$ cat config.mk
export PLATFORM = sky130hd
export DESIGN_NAME = fx_accumulate_seq
export DESIGN_NICKNAME = d
export VERILOG_FILES = /design/src/rtl/fx_accumulate_seq.sv
export SDC_FILE = /design/constraint.sdc
export NUM_CORES = 1
export LEC_CHECK = 0
export ABC_AREA = 1
export CORE_ASPECT_RATIO = 0.9
export CORE_MARGIN = 2
export CORE_UTILIZATION = 59
export CTS_BUF_LIST = sky130_fd_sc_hd__clkbuf_4 sky130_fd_sc_hd__clkbuf_8 sky130_fd_sc_hd__clkbuf_16
export CTS_CLUSTER_DIAMETER = 150
export DETAILED_ROUTE_END_ITERATION = 6
export PLACE_DENSITY_LB_ADDON = 0.08
export SLEW_MARGIN = 25
export SYNTH_ARGS = -nofsm -noshare
export SYNTH_HDL_FRONTEND = slang
export SYNTH_SLANG_ARGS = --single-unit
$ cat constraint.sdc
create_clock -name clk -period 8.7 [get_ports clk]
set_input_delay 1.74 -clock clk [delete_from_list [all_inputs] [get_ports clk]]
set_output_delay 1.74 -clock clk [all_outputs]
set_load 0.01 [all_outputs]
$ cat src/rtl/fx_accumulate_seq.sv
// Saturating Q7.8 add/subtract accumulator over a run of len samples, with
// valid/ready streaming input, a held result, and N/Z/V status flags.
module fx_accumulate_seq #(
    parameter int unsigned DATA_WIDTH = 16,
    parameter int unsigned LEN_WIDTH  = 8
) (
    input  logic                  clk,
    input  logic                  rst,
    input  logic                  start,
    input  logic                  op,
    input  logic [LEN_WIDTH-1:0]  len,
    input  logic                  in_valid,
    input  logic [DATA_WIDTH-1:0] in_data,
    output logic                  in_ready,
    output logic                  out_valid,
    output logic [DATA_WIDTH-1:0] out_data,
    input  logic                  out_ready,
    output logic                  busy,
    output logic                  N,
    output logic                  Z,
    output logic                  V
);

    typedef enum logic [1:0] {StIdle, StRun, StDone} state_t;

    state_t                state_q;
    logic [DATA_WIDTH-1:0] acc_q;
    logic [LEN_WIDTH-1:0]  count_q;
    logic [LEN_WIDTH-1:0]  len_q;
    logic                  op_q;
    logic                  v_q;

    logic [DATA_WIDTH:0]   ext_acc;
    logic [DATA_WIDTH:0]   ext_in;
    logic [DATA_WIDTH:0]   exact;
    logic                  sat;
    logic [DATA_WIDTH-1:0] acc_next;
    logic [LEN_WIDTH-1:0]  count_inc;
    logic                  beat;

    // One extra bit holds the exact result; a mismatch between the top two
    // bits means it fell outside the representable range.
    always_comb begin
        ext_acc   = {acc_q[DATA_WIDTH-1], acc_q};
        ext_in    = {in_data[DATA_WIDTH-1], in_data};
        exact     = op_q ? (ext_acc - ext_in) : (ext_acc + ext_in);
        sat       = exact[DATA_WIDTH] != exact[DATA_WIDTH-1];
        acc_next  = exact[DATA_WIDTH-1:0];
        if (sat) begin
            acc_next = exact[DATA_WIDTH] ? {1'b1, {(DATA_WIDTH-1){1'b0}}}
                                         : {1'b0, {(DATA_WIDTH-1){1'b1}}};
        end
        count_inc = count_q + LEN_WIDTH'(1);
        beat      = (state_q == StRun) && in_valid;
    end

    always_ff @(posedge clk) begin
        if (rst) begin
            state_q <= StIdle;
            acc_q   <= '0;
            count_q <= '0;
            len_q   <= '0;
            op_q    <= 1'b0;
            v_q     <= 1'b0;
        end else begin
            unique case (state_q)
                StIdle: begin
                    if (start) begin
                        acc_q   <= '0;
                        count_q <= '0;
                        v_q     <= 1'b0;
                        op_q    <= op;
                        len_q   <= len;
                        state_q <= (len == '0) ? StDone : StRun;
                    end
                end
                StRun: begin
                    if (beat) begin
                        acc_q   <= acc_next;
                        count_q <= count_inc;
                        if (sat) v_q <= 1'b1;
                        if (count_inc == len_q) state_q <= StDone;
                    end
                end
                StDone: begin
                    if (out_ready) state_q <= StIdle;
                end
                default: state_q <= StIdle;
            endcase
        end
    end

    assign in_ready  = (state_q == StRun);
    assign out_valid = (state_q == StDone);
    assign busy      = (state_q != StIdle);
    assign out_data  = acc_q;
    assign N         = acc_q[DATA_WIDTH-1];
    assign Z         = (acc_q == '0);
    assign V         = v_q;

endmodule
* Word level (Yosys, flattened, before mapping)
Cells that the tools add are included.
** Storage, ports and cells
- Bits in registers :: 36
- Latch bits :: 0
- Memory bits (writable) :: 0
- Bits in read-only memories :: 0
- Input port bits :: 30
- Output and inout port bits :: 22
- Logic and storage cells :: 47
- Memories :: 0
** Operators by class
- Add/subtract/negate cells :: 3
- Multipliers :: 0
- Div/mod/pow operators :: 0
- Order comparisons :: 0
- Eq/ne operators :: 9
- Shift operators :: 0
- Multiplexer cells :: 19
- Bitwise logic cells :: 0
- Reduce and logical (&&, ||, !) cells :: 10
** Operators with widths (number)
- $mux 16 :: 4
- $pmux 16 s2 :: 1
- $add 16x16->17 :: 1
- $mux 17 :: 1
- $sub 16x16->17 :: 1
- $logic_not 16->1 :: 1
- $mux 8 :: 2
- $pmux 8 s2 :: 1
- $mux 2 :: 5
- $add 8x1->8 const B :: 1
- $eq 8x8->1 :: 1
- $logic_not 8->1 :: 1
- $ne 2x1->1 const B :: 4
- $reduce_and 4->1 :: 2
- $pmux 2 s3 :: 1
- $reduce_bool 2->1 :: 2
- $mux 1 :: 3
- $reduce_and 3->1 :: 1
- $eq 2x1->1 const B :: 1
- $eq 2x2->1 const B :: 1
- $logic_not 2->1 :: 1
- $ne 2x2->1 const B :: 1
- $pmux 1 s2 :: 1
- $reduce_and 2->1 :: 1
- other kinds (2) :: 2

* Depth between registers and ports, before layout
- Depth after elaboration :: 6
- Depth in mapped cells :: 23
- Gate-level depth less buffers :: 22

* Least setup slack after synthesis
Ideal clock, no wire load.
- Path kind :: input port to flip-flop
- From :: input port in_data[0]
- To :: register acc_q[3], in the netlist out_data[3]
- Library setup time :: 0.139 ns
- Arrival time :: 3.990 ns
- Required time :: 8.561 ns
- Slack :: 4.571 ns
- Stages :: 21
- Path buffers :: 1
- Path through :: inv_1 nand3_1 nor2_1 nand3b_1 o31ai_1 xnor2_1 inv_1 ha_1 nand2_1 inv_1 nand2_1 nand2_1 a21oi_2 nand3_1 nand2_2 nand3_4 nand2_4 clkinv_4 buf_12 nand2_2 a21oi_2
** Between the ends
- Cells in the longest elaborated chain, start to end :: 6
- Elaborated cells between the ends (all ways) :: 8
- Those cells by class :: add/sub (2); eq/ne (1); mux (5)
** RTL lines
- start, declared :: line 13 : input logic [DATA_WIDTH-1:0] in_data,
- $add 16x16->17 or $sub 16x16->17 (tied branches) :: line 46 : exact = op_q ? (ext_acc - ext_in) : (ext_acc + ext_in);
- $mux 17 (*) :: line 46
- $mux 16 or $ne 1x1->1 (tied branches) :: line 50, 47
- $mux 16 (*) :: line 49 : if (sat) begin
- $mux 16 (*) :: line 78 : if (beat) begin
- $pmux 16 s2 (*) :: line 66 : unique case (state_q)
- end signal, assigned :: line 79 : acc_q <= acc_next;
- end, declared :: line 27 : logic [DATA_WIDTH-1:0] acc_q;
Mark *: on every way between the ends. The rest lies on a longest branch, timed or not. The select of a mux whose other input is x is not followed.
A chain may end at the register's enable or synchronous reset.

* Worst setup path in the final report
- From :: input port in_data[1]
- To :: register acc_q[12], in the netlist out_data[12]
Same word-level chain as after synthesis.

==> results.cfg <==
[detailed_routing]
routed_wl_mm = 8.19
ant_nets = 0
drtIter0Drc = 160
vias_per_cell = 5.32
dr.pass1.iters = 4
vias = 3253
wire_per_inst_um = 13.4
post-route-drc-count = 0

[timing]
hold_violations = 0
setup_violations = 0
worst_slew_pin_slew_ps = 589
max_slew_margin = 0.607
slew_viol_final = 0
rsz0062_at_grt = no
hold_slack_ps = 467
layout_setup_ws_ps = 3840
period_minus_slack_ps = 4860
skew_ps = 5.54
fmax_mhz = 206
setup_tns_ps = 0
finalCritPeriodShare = 0.559

[grt]
grt_max_degree = 25
grt_pass1_vias = 2982
grt_use_total = 0.279
antenna_found_initial = 0
grt-ovfl-total = 0
grt_pass1_wl_mm = 13.4

[synth]
synthAdderAreaFrac = 0.0747
synthMuxAreaShare = 0
synth.top_cell.area_share = 0.220
synth.net_count = 544
ys_seq_area_frac = 0.220
synthXorXnorAreaFrac = 0.0747
synth_area_leader_cell = dfxtp_1
synth_top_family_by_area = simple AND/OR/NAND/NOR gates
syn_area_um2 = 3280
yosysWarnings = 0
synthSimpleGateAreaFrac = 0.389
synthCells = 495
yosys_register_bits = 36
synthFlopType = dfxtp_1
synthArstFlopShare = 0
synth_top_cells_by_area = dfxtp_1, nand2_1, inv_1, ha_1, nand2_2
synth.distinct_cells = 39
synth-edff-count = 0
avgSynthCellArea_um2 = 6.63
synth_compound_area_frac = 0.125

[clocking]
cts_buffers = 5
cts_max_path_buffers = 2
root_buffer = clkbuf_8
clk_pin_slew_ps = 80
h-tree-depth = 2
cts_tree = done
cts_setup_buffers = 0
cts_resized = 0
clock_sinks = 36
clock_latency_ps = 290
cts.hold.buffers_added = 0

[finish]
fin_cells = 612
nNetsFinal = 593
drive_gt1_frac = 0.150
final_util = 0.734
antenna_cells = 0
mostFrequentLayoutCells = nand2_1, inv_1, clkdlybuf4s50_1, nor2_1, dfxtp_1
fin_area_um2 = 3910
layout_commonest_cell = nand2_1
syn2layout_area_growth_pct = 19.0

[die]
fp.dieH_um = 74.8
fp.coreArea_um2 = 5320
dieArea_um2 = 6180
fp-row-count = 25
start_util = 0.617
die_x_um = 82.6
num_io_pins = 52

[worst_setup_path]
slowest_stage = clkdlybuf4s50_1
required_ps = 8930
cp_cell_sequence = clkdlybuf4s50_1 > inv_1 > nand3_1 > nor2_1 > nand3b_1 > nor2_1 > a31oi_1 > xor2_1 > inv_1 > ha_1 > nand2_1 > inv_1 > nand2_1 > nand2_1 > a21oi_2 > nand3_1 > nand2_1 > nand3_2 > nand3_1 > nand2_1 > a21oi_1
critPathTopFamily = simple AND/OR/NAND/NOR gates
worstSetupEndpointType = flip-flop
crit_top_cell = nand2_1
crit_buf_inv = 4
cp_max_fo = 16
critPathArrivalTime_ps = 5090
path_class = in2reg
slowest_delay_ps = 430
start_kind = input pin

[power]
clkPwrFrac = 0.192
power.leakage_nw = 1.81
peakVddDrop_v = 0.000141
netSwitchingPower_mw = 0.342
internal-power_mw = 0.442
switching_share = 0.436
p_total_mw = 0.784
pwr-share-seq = 0.273
power_frac_comb = 0.534
powerDensity_nw_per_um2 = 201

[placed_design]
dp_hpwl_mm = 6.32
place_ws_ps = 3560
port_buffers = 51
postPlaceCellArea_um2 = 3790
finalWeightedCongestion = 0.916
dp_cells = 604

[min_path]
min_path_type = reg2reg

[run_status]
status = finished, final reports clean

[flow_run]
cap_violations = 0
per-layer routing:
metal | share of wire | track usage | wire (µm)
met3 | 0.040 | 0.0492 | 326
met1 | 0.48 | 0.384 | 3970
met2 | 0.46 | 0.462 | 3790
met4 | 0.013 | 0.0601 | 108
met5 | 0 | 0 | 0
area by class of cell:
class,instances,area (µm²)
Clock buffer,5,68.8
Clock inverter,3,42.5
Fill cell,495,1410
Inverter,75,287
Multi-Input combinational cell,373,2180
Sequential cell,36,721
Tap cell,67,83.8
Timing Repair Buffer,53,526
kinds of logic after synthesis:
kind of cell	after synthesis
adder cells (fa/ha/maj)	19
buffers and inverters	86
XOR/XNOR	28
flip-flops	36
AND/OR/NAND/NOR	257
AO/OA/AOI/OAI	69
flip-flops by register name, summed over array words and instances (netlist names):
signal / cells
state_q: 2
out_data: 16
count_q: 8
V: 1
op_q: 1
len_q: 8
tightest hold or removal path, delay by kind of cell (launching register included):
family / cells / cell delay [ps]
compound gates: 1 / 50
buf+inv: 1 / 60
flops: 1 / 320
synth_stat cells, drive strengths merged, types with 2 or more instances:
master / instances
clkbuf: 6
o21ai: 15
nor2: 42
nor4: 6
ha: 18
nor3: 4
nand3: 43
xor2: 16
or2: 4
inv: 74
nand4: 3
a21oi: 46
nand3b: 3
buf: 5
dfxtp: 36
o31ai: 2
a31oi: 3
nand2: 152
xnor2: 12
power groups by stage:
stage | clock network [mW] | registers, mW | logic (mW)
2_1_floorplan | 0 | 0.211 | 0.314
3_3_place_gp | 0 | 0.216 | 0.403
3_5_place_dp | 0 | 0.217 | 0.414
4_1_cts | 0.150 | 0.214 | 0.418
5_1_grt | 0.157 | 0.216 | 0.466
6_report | 0.151 | 0.214 | 0.419
worst paths after layout:
| kind | start | end | slack [ps] | cells after the start |
|---|---|---|---|---|
| min | V | V | 470 | 2 |
| max reg2reg | op_q | out_data[12] | 5250 | 17 |
| min reg2reg | V | V | 470 | 2 |
| max | in_data[1] | out_data[12] | 3840 | 21 |
Power figures use the tool's default switching activity.
